===== config.mk =====
export PLATFORM = sky130hd
export DESIGN_NAME = conv3x3_sched
export DESIGN_NICKNAME = d
export VERILOG_FILES = /design/src/rtl/conv_pkg.sv /design/src/rtl/conv_line_buf.sv /design/src/rtl/conv3x3_sched.sv
export SDC_FILE = /design/constraint.sdc
export NUM_CORES = 2
export LEC_CHECK = 0
export ABC_AREA = 1
export CORE_ASPECT_RATIO = 0.6
export CORE_MARGIN = 2
export CORE_UTILIZATION = 35
export CTS_BUF_LIST = sky130_fd_sc_hd__clkbuf_8
export CTS_CLUSTER_DIAMETER = 80
export DETAILED_ROUTE_END_ITERATION = 16
export HOLD_SLACK_MARGIN = 0.02
export PLACE_DENSITY_LB_ADDON = 0.3
export REMOVE_ABC_BUFFERS = 1
export SYNTH_ARGS = -nofsm -noshare
export SYNTH_HDL_FRONTEND = slang
export SYNTH_HIERARCHICAL = 1
export SYNTH_SLANG_ARGS = --single-unit

===== constraint.sdc =====
create_clock -name clk -period 20.6 [get_ports clk]
set_input_delay 4.12 -clock clk [delete_from_list [all_inputs] [get_ports clk]]
set_output_delay 4.12 -clock clk [all_outputs]
set_load 0.05 [all_outputs]

===== src/rtl/conv_pkg.sv =====
// rtl/conv_pkg.sv - shared state encoding and window constants for the 3x3 convolution scheduler
package conv_pkg;

    typedef enum logic [2:0] {
        ST_IDLE  = 3'd0,
        ST_FILL  = 3'd1,
        ST_RUN   = 3'd2,
        ST_DRAIN = 3'd3,
        ST_DONE  = 3'd4
    } state_t;

    localparam int WIN_SLOTS = 9;
    localparam logic [9:0] RESULT_MAX = 10'd1023;

    function automatic logic [9:0] sat_inc10(input logic [9:0] v);
        return (v == RESULT_MAX) ? v : v + 10'd1;
    endfunction

endpackage


===== src/rtl/conv_line_buf.sv =====
// rtl/conv_line_buf.sv - shift-register line buffer whose effective length is selected at run time
module conv_line_buf #(
    parameter int DATA_WIDTH = 32,
    parameter int DEPTH      = 32,
    parameter int LEN_W      = 6
) (
    input  logic                  clk,
    input  logic                  en_i,
    input  logic [LEN_W-1:0]      len_i,
    input  logic [DATA_WIDTH-1:0] data_i,
    output logic [DATA_WIDTH-1:0] data_o
);

    logic [DATA_WIDTH-1:0] mem_q [DEPTH];

    always_ff @(posedge clk) begin
        if (en_i) begin
            mem_q[0] <= data_i;
            for (int i = 1; i < DEPTH; i++) begin
                mem_q[i] <= mem_q[i-1];
            end
        end
    end

    // Tap the word pushed len_i transfers ago: one row back when len_i is the image width.
    always_comb begin
        data_o = '0;
        for (int i = 0; i < DEPTH; i++) begin
            if (len_i == LEN_W'(i + 1)) begin
                data_o = mem_q[i];
            end
        end
    end

endmodule


===== src/rtl/conv3x3_sched.sv =====
// rtl/conv3x3_sched.sv - 3x3 window scheduler feeding a convolution core; optional Err checker under CONV_SCHED_ERRCHK_EN
module conv3x3_sched
    import conv_pkg::*;
#(
    parameter int DATA_WIDTH = 32,
    parameter int IMG_W_MAX  = 32,
    parameter int CORE_LAT   = 4
) (
    input  logic                          clk,
    input  logic                          rst,
    input  logic                          Start,
    input  logic [5:0]                    Img_W,
    input  logic [5:0]                    Img_H,
    input  logic [DATA_WIDTH-1:0]         Pixel_In,
    input  logic                          Pixel_Valid,
    output logic                          Pixel_Ready,
    output logic [9*DATA_WIDTH-1:0]       Window_Out,
    output logic                          Core_Valid_In,
    input  logic                          Core_Valid_Out,
    output logic [9:0]                    Result_Count,
    output logic                          Busy,
    output logic                          Done
`ifdef CONV_SCHED_ERRCHK_EN
    ,
    output logic                          Err
`endif
);

    localparam logic [6:0] W_MAX      = 7'(IMG_W_MAX);
    localparam logic [7:0] DRAIN_LAST = 8'(CORE_LAT);

    state_t                state_q, state_d;
    logic [5:0]            img_w_q, img_h_q;
    logic [5:0]            col_q, row_q;
    logic                  pix_done_q;
    logic                  cvi_q;
    logic [7:0]            drain_q;
    logic [9:0]            result_q;
    logic [DATA_WIDTH-1:0] win_q [WIN_SLOTS];
    logic [DATA_WIDTH-1:0] lb1_out, lb2_out;

    logic start_ok, xfer, last_col, last_row, win_pos;

    assign start_ok = Start && (state_q == ST_IDLE) && (Img_W >= 6'd3)
                      && ({1'b0, Img_W} <= W_MAX) && (Img_H >= 6'd3);
    assign xfer     = Pixel_Valid && Pixel_Ready;
    assign last_col = (col_q == img_w_q - 6'd1);
    assign last_row = (row_q == img_h_q - 6'd1);
    assign win_pos  = (row_q >= 6'd2) && (col_q >= 6'd2);

    always_ff @(posedge clk) begin
        if (rst) begin
            state_q <= ST_IDLE;
        end else begin
            state_q <= state_d;
        end
    end

    always_comb begin
        state_d = state_q;
        case (state_q)
            ST_IDLE:  if (start_ok) state_d = ST_FILL;
            ST_FILL:  if (xfer && row_q == 6'd2 && col_q == 6'd2) state_d = ST_RUN;
            ST_RUN:   if (cvi_q && pix_done_q) state_d = ST_DRAIN;
            ST_DRAIN: if (drain_q == DRAIN_LAST) state_d = ST_DONE;
            ST_DONE:  state_d = ST_IDLE;
            default:  state_d = ST_IDLE;
        endcase
    end

    always_comb begin
        Pixel_Ready = ((state_q == ST_FILL) || (state_q == ST_RUN)) && !pix_done_q;
        Busy        = (state_q != ST_IDLE);
        Done        = (state_q == ST_DONE);
    end

    conv_line_buf #(.DATA_WIDTH(DATA_WIDTH), .DEPTH(IMG_W_MAX), .LEN_W(6)) u_lb1 (
        .clk    (clk),
        .en_i   (xfer),
        .len_i  (img_w_q),
        .data_i (Pixel_In),
        .data_o (lb1_out)
    );

    conv_line_buf #(.DATA_WIDTH(DATA_WIDTH), .DEPTH(IMG_W_MAX), .LEN_W(6)) u_lb2 (
        .clk    (clk),
        .en_i   (xfer),
        .len_i  (img_w_q),
        .data_i (lb1_out),
        .data_o (lb2_out)
    );

    always_ff @(posedge clk) begin
        if (rst) begin
            img_w_q    <= '0;
            img_h_q    <= '0;
            col_q      <= '0;
            row_q      <= '0;
            pix_done_q <= 1'b0;
            cvi_q      <= 1'b0;
            drain_q    <= '0;
            result_q   <= '0;
            for (int k = 0; k < WIN_SLOTS; k++) begin
                win_q[k] <= '0;
            end
        end else begin
            if (start_ok) begin
                img_w_q    <= Img_W;
                img_h_q    <= Img_H;
                col_q      <= '0;
                row_q      <= '0;
                pix_done_q <= 1'b0;
            end else if (xfer) begin
                if (last_col) begin
                    col_q <= '0;
                    row_q <= row_q + 6'd1;
                end else begin
                    col_q <= col_q + 6'd1;
                end
                if (last_col && last_row) pix_done_q <= 1'b1;
            end

            cvi_q   <= xfer && win_pos;
            drain_q <= (state_q == ST_DRAIN) ? drain_q + 8'd1 : 8'd0;

            if (start_ok) begin
                result_q <= '0;
            end else if (Core_Valid_Out && Busy) begin
                result_q <= sat_inc10(result_q);
            end

            // Window columns slide left; the new right column is {row r-2, row r-1, row r} at col c.
            if (xfer) begin
                win_q[0] <= win_q[1];
                win_q[1] <= win_q[2];
                win_q[2] <= lb2_out;
                win_q[3] <= win_q[4];
                win_q[4] <= win_q[5];
                win_q[5] <= lb1_out;
                win_q[6] <= win_q[7];
                win_q[7] <= win_q[8];
                win_q[8] <= Pixel_In;
            end
        end
    end

    for (genvar k = 0; k < WIN_SLOTS; k++) begin : g_win
        assign Window_Out[k*DATA_WIDTH +: DATA_WIDTH] = win_q[k];
    end

    assign Core_Valid_In = cvi_q;
    assign Result_Count  = result_q;

`ifdef CONV_SCHED_ERRCHK_EN
    logic [9:0] issued_q;
    logic       err_q;

    always_ff @(posedge clk) begin
        if (rst || start_ok) begin
            issued_q <= '0;
            err_q    <= 1'b0;
        end else begin
            if (cvi_q) issued_q <= sat_inc10(issued_q);
            if ((Core_Valid_Out && state_q == ST_IDLE) ||
                (state_q == ST_DONE && result_q != issued_q)) begin
                err_q <= 1'b1;
            end
        end
    end

    assign Err = err_q;
`endif

endmodule


==> After elaboration in Yosys (flattened, before gate mapping) <==
Memory sizes are Yosys's and may differ from the RTL's.
Cells that the tools add are included.
{ "word_totals": {"ff_bits": 47, "memories": 3, "ram_bits": 2336, "out_inout_bits": 302, "word_cells": 188, "in_bits": 49} }
{ "memory_table": {"columns": ["name", "depth", "word_bits", "rd", "rd_ports_with_merged_regs", "write_ports", "line_no", "rtl"], "rows": [
  ["u_lb1.mem_q", 32, 32, 32, 0, 32, "conv_line_buf.sv:14", "logic [DATA_WIDTH-1:0] mem_q [DEPTH];"],
  ["u_lb2.mem_q", 32, 32, 32, 0, 32, "conv_line_buf.sv:14", null],
  ["win_q", 9, 32, 9, 0, 9, "conv3x3_sched.sv:39", "logic [DATA_WIDTH-1:0] win_q [WIN_SLOTS];"]
]} }
{ "classes": {"eq_ne": 46, "reduce_logical": 23, "n_addsub": 6, "order_cmp": 5, "n_bitwise": 11, "muxes": 85} }
{ "op_table": {"columns": ["op", "n"], "rows": [
  ["32-bit 2-to-1 mux", 73],
  ["6-bit by 5-bit equality test with 1-bit output, second input constant", 16],
  ["6-bit by 4-bit equality test with 1-bit output, second input constant", 8],
  ["6-bit by 2-bit equality test with 1-bit output, second input constant", 4],
  ["6-bit by 3-bit equality test with 1-bit output, second input constant", 4],
  ["6-bit by 2-bit >= comparator with 1-bit output, second input constant", 4],
  ["1-bit logical AND", 13],
  ["6-bit by 1-bit adder with 6-bit output, second input constant", 2],
  ["6-bit equality test", 2],
  ["3-bit 2-to-1 mux", 4],
  ["3-bit one-hot mux with 4 select lines", 1],
  ["6-bit by 1-bit subtractor with 6-bit output, second input constant", 2],
  ["10-bit by 1-bit adder with 10-bit output, second input constant", 1],
  ["10-bit equality test, second input constant", 1],
  ["1-bit bitwise OR", 9],
  ["8-bit by 1-bit adder with 8-bit output, second input constant", 1],
  ["8-bit by 3-bit equality test with 1-bit output, second input constant", 1],
  ["2-bit inequality test, second input constant", 4],
  ["3-bit by 2-bit equality test with 1-bit output, second input constant", 2],
  ["6-bit by 1-bit equality test with 1-bit output, second input constant", 1],
  ["6-bit equality test, second input constant", 1],
  ["6-bit <= comparator, second input constant", 1],
  ["1-bit 2-to-1 mux", 6],
  ["6-bit 2-to-1 mux", 1],
  ["other kinds (10)", 14]
]} }

==> Longest topological paths before layout <==
{ "depth": {"depth_word": 34, "mapped_depth": 26, "mapped_depth_nobuf": 26} }

==> Modules after synthesis <==
Netlist, hierarchy kept.
{ "modules_own_cells": {"columns": ["mod", "instances", "cells_each", "area_per_inst_um2"], "rows": [
  ["conv_line_buf", 2, 3005, 39301.4],
  ["conv3x3_sched", 1, 1304, 13686.9]
]} }

==> Least setup slack after synthesis <==
OpenSTA, ideal clock, no wires.
{ "synth_timing": {"path_type": "input port to flip-flop", "start": "in Pixel_Valid", "end": "reg row_q[1]", "required_ns": 20.492, "n_path_buf": 1, "arrival_ns": 15.300, "path_stages": 5, "slack_ns": 5.192, "path_cell_list": "nand3_4 -> clkinv_2 -> buf_6 -> nand2_1 -> a21oi_1"} }
{ "synth_between": {"elab_chain_cells": 2} }
{ "synth_rtl": {"columns": ["element", "line_no", "rtl"], "rows": [
  ["from (decl)", "conv3x3_sched.sv:15", "input logic Pixel_Valid,"],
  ["1-bit logical AND", "conv3x3_sched.sv:46", "assign xfer = Pixel_Valid && Pixel_Ready;"],
  ["net xfer", "conv3x3_sched.sv:42", "logic start_ok, xfer, last_col, last_row, win_pos;"],
  ["2-bit AND reduction (no line)", null, null],
  ["to (signal assigned)", "conv3x3_sched.sv:116", "row_q <= row_q + 6'd1;"],
  ["to (decl)", "conv3x3_sched.sv:34", "logic [5:0] col_q, row_q;"]
]} }
The timed path passes the listed nets, and every way through them passes these cells.
A chain may end at the register's enable or synchronous reset.

==> results.sh <==
export IMPL_status="finished, final reports clean"
export IMPL_die_area_sq_um=268000
export IMPL_design_core_area_sq_um=261000
export IMPL_syn2layout_area_growth_pct=15.4
export IMPL_wl_per_cell_um=18.7
export IMPL_p_int_mw=8.94
export IMPL_wl_um=217000
export IMPL_swShare_pct=30.9
export IMPL_crit_path_max_incr_delay_ns=1.01
export IMPL_drt_initial_drc_count=5546
export IMPL_worstReg2RegEnd="u_lb2/mem_q[1][459]"
export IMPL_firstDrtPassIters=6
export IMPL_ant_nets=0
export IMPL_min_path_cells=0
export IMPL_syn_area_per_cell_sq_um=12.6
export IMPL_multiInputGateArea_sq_um=17400
export IMPL_yosys_warnings=6
export IMPL_die_x_um=667
export IMPL_reg2reg_slack_ns=13.87
export IMPL_relSlewSlack_pct=14.4
export IMPL_cp_buffers_inverters=7
export IMPL_whs_endpoint="u_lb1/mem_q[0][368]"
export IMPL_crit_chain="clkdlybuf4s50_1, nand3_4, inv_16, buf_4, buf_4, buf_4, buf_4, buf_4"
export IMPL_yosys_area_top_type="edfxtp_1"
export IMPL_start_util_pct=35.3
export IMPL_min_delay_start="u_lb1/mem_q[0][336]"
export IMPL_syn_area_sq_um=92300
export IMPL_cp_start_kind="primary input"
export IMPL_pwr_share_seq_pct=55.1
export IMPL_cts_hold_buffers_added=0
export IMPL_fin_crit_sh_pct=47.5
export IMPL_port_buffers=350
export IMPL_cts_inserted_buffers=363
export IMPL_grt_overflow=0
export IMPL_maxSlewViolCount=0
export IMPL_hold_path_class="reg -> reg"
export IMPL_cts_num_sinks=2383
export IMPL_ys_ff_latch=2383
export IMPL_reg2reg_depth=10
export IMPL_dp_hpwl_um=136000
export IMPL_power_switching_mw=4.00
export IMPL_crit_arrival_ns=10.31
export IMPL_cp_common_cell="buf_4"
export IMPL_fin_nets=7940
export IMPL_cts_root_buf="clkbuf_8"
export IMPL_hold_violations=0
export IMPL_via_per_inst=4.83
export IMPL_gp_congestion=0.806
export IMPL_post_cts_buffers=0
export IMPL_grt_first_pass_wirelength_um=333000
export IMPL_finClkSkew_ns=0.0952
export IMPL_die_y_um=402
export IMPL_worstSkewPairLatency_ns=0.96
export IMPL_min_period_ns=9.78
export IMPL_p_comb_share_pct=16.8
export IMPL_clk_path_buf_depth=4
export IMPL_cts_resized=0
export IMPL_ff_latch_area_sq_um=71100
export IMPL_yosysSeqAreaShare_pct=77.0
export IMPL_drc_errors=0
export IMPL_setup_violations=0
export IMPL_synth_top_area_share_pct=76.0
export IMPL_grt_max_degree=199
export IMPL_worstSetupPathType="in -> reg"
export IMPL_cp_required_ns=21.13
export IMPL_grt_pass1_vias=55100
export IMPL_grt_util_all_layers_pct=15.8
export IMPL_instances_no_fill=11600
export IMPL_fp_row_count=145
export IMPL_fmax_ghz=0.102
export IMPL_htree_levels=5
export IMPL_drive_above_1_share_pct=9.53
export IMPL_end_kind="flop"
export IMPL_clkTransAtPathRegs_ns=0.07
export IMPL_max_vdd_ir_drop_uv=84.4
export IMPL_clock_power_share_pct=28.1
export IMPL_yosysUniqueCellTypes=38
export IMPL_worstMarginPinSlew_ns=1.28
export IMPL_antenna_found_initial=4
export IMPL_drv_cap=0
export IMPL_cts_tree="done"
export IMPL_fin_tns_setup_ns=0
export IMPL_synthTopCellsByArea="edfxtp_1, nand2_1, nor2_1"
export IMPL_synth_cells=7314
export IMPL_critPathMaxFanout=189
export IMPL_leakage_nw=37.7
export IMPL_crit_family="buffers and inverters"
export IMPL_slowest_stage="buf_4"
export IMPL_vias=56000
export IMPL_p_per_area_nw_per_um2=122
export IMPL_io_pins=351
export IMPL_fill_cells=24300
export IMPL_rsz0062_at_grt="no"
export IMPL_dp_cells=11000
export IMPL_reg2reg_from="state_q[2]"
placed cells by master, fill, tap and decap left out, types with 6 or more instances in the layout:
cell,n
inv_2,16
nor3_2,9
ha_1,9
o21ai_0,50
xor2_1,11
nor2_2,24
clkbuf_8,373
bufinv_16,8
nand2_2,8
nor3_1,11
nor2_4,9
nand3_1,194
clkdlybuf4s50_1,350
dfxtp_1,47
or2_1,44
edfxtp_1,2336
a21oi_1,240
clkinvlp_4,6
buf_4,89
inv_1,880
nor2_1,862
nand2_1,1823
xnor2_1,7
clkinv_1,81
or2_2,174
nand4_1,412
clkinv_2,32
synthesized netlist by cell type:
library cell and n:
clkinv_1 9, buf_4 3, buf_6 1, buf_2 65, nand2_4 2, o2111ai_1 2, a21o_1 1, inv_2 16
edfxtp_1 2336, o21bai_2 1, nand3_1 194, nor3b_1 3, a21oi_1 240, ha_1 9, nand2_2 8, o21bai_1 4
nor2_1 880, nand2_1 1824, inv_1 754, nor3_2 4, nor2_2 14, dfxtp_1 47, xnor2_1 7, xor2_1 11
nor2_4 1, nand3_4 1, buf_1 4, bufinv_8 2, nor4_1 2, clkinv_2 1, nor3_1 17, nand4_1 412
nand3_2 3, or2_1 44, clkbuf_1 167, or2_2 174, o21ai_0 50, a211oi_1 1
routing by layer:
layer | vias up | wire (um) | GRT usage, %
met5 | - | 11 | 0
met4 | 2 | 4520 | 4.07
met3 | 320 | 16200 | 3.40
met2 | 1849 | 88600 | 21.8
met1 | 27800 | 108000 | 24.9
li1 | 26100 | - | -
final cells by class:
type                       instances  area share [%]
sequential                      2383            66.8
antenna                            2         0.00470
multi-input combinational       3909            16.3
clock buffer                     373            4.82
tap                             3454            4.06
inverter                         782            2.80
timing repair buffer             443            3.99
clock inverter                   256            1.23
registers in the layout, indices dropped and copies added (netlist names):
register       cells
img_h_q            6
Result_Count      10
img_w_q            6
drain_q            8
Core_Valid_In      1
u_lb1/mem_q     1024
pix_done_q         1
win_q            288
u_lb2/mem_q     1024
state_q            3
row_q              6
col_q              6
logic make-up (layout without fill, tap and decap cells):
group,count (synthesis),in the layout,share of synthesized area (%)
AO/OA/AOI/OAI,299,299,1.65
XOR/XNOR,18,18,0.171
adder cells (fa/ha/maj),9,9,0.122
buffers and inverters,1022,1854,4.30
flip-flops,2383,2383,77.0
other,0,2,0
AND/OR/NAND/NOR,3583,3583,16.7
power by group through the flow:
| stage | logic [mW] | registers, mW | clock network (mW) |
|---|---|---|---|
| floorplan | 1.03 | 8.71 | 0 |
| global placement | 2.18 | 7.18 | 0 |
| detailed placement | 2.20 | 7.22 | 0 |
| CTS | 2.21 | 7.13 | 3.77 |
| global route | 2.39 | 7.23 | 3.97 |
| finish | 2.18 | 7.13 | 3.64 |
worst max path at each step:
| stage | from | to | slack [ns] | cells past startpoint |
|---|---|---|---|---|
| finish | Pixel_Valid | u_lb2/mem_q[1][459] | 10.82 | 8 |
| global route | Pixel_Valid | u_lb2/mem_q[1][5] | 10.48 | 8 |
| CTS | Pixel_Valid | u_lb2/mem_q[1][459] | 10.93 | 8 |
| detailed placement | Pixel_Valid | u_lb2/mem_q[1][427] | 9.84 | 8 |
| global placement | Pixel_Valid | u_lb2/mem_q[1][491] | 10.08 | 8 |
| floorplan | Pixel_Valid | win_q[0][0] | -15.08 | 4 |
per-stage QoR:
stage               hold slack, ns  setup slack, ns  total power [mW]  instance area [sq um]  utilization, %
floorplan                    0.418           -15.08              9.73                  91300               -
global placement             0.420            10.08              9.35                 100000            38.3
detailed placement           0.425             9.84              9.42                 100000            38.3
CTS                          0.374            10.93              13.1                 106000            40.8
global route                 0.403            10.48              13.6                 106000            40.8
finish                       0.365            10.82              12.9                 106000            40.8
No activity file was read; power rests on OpenSTA's default activity.
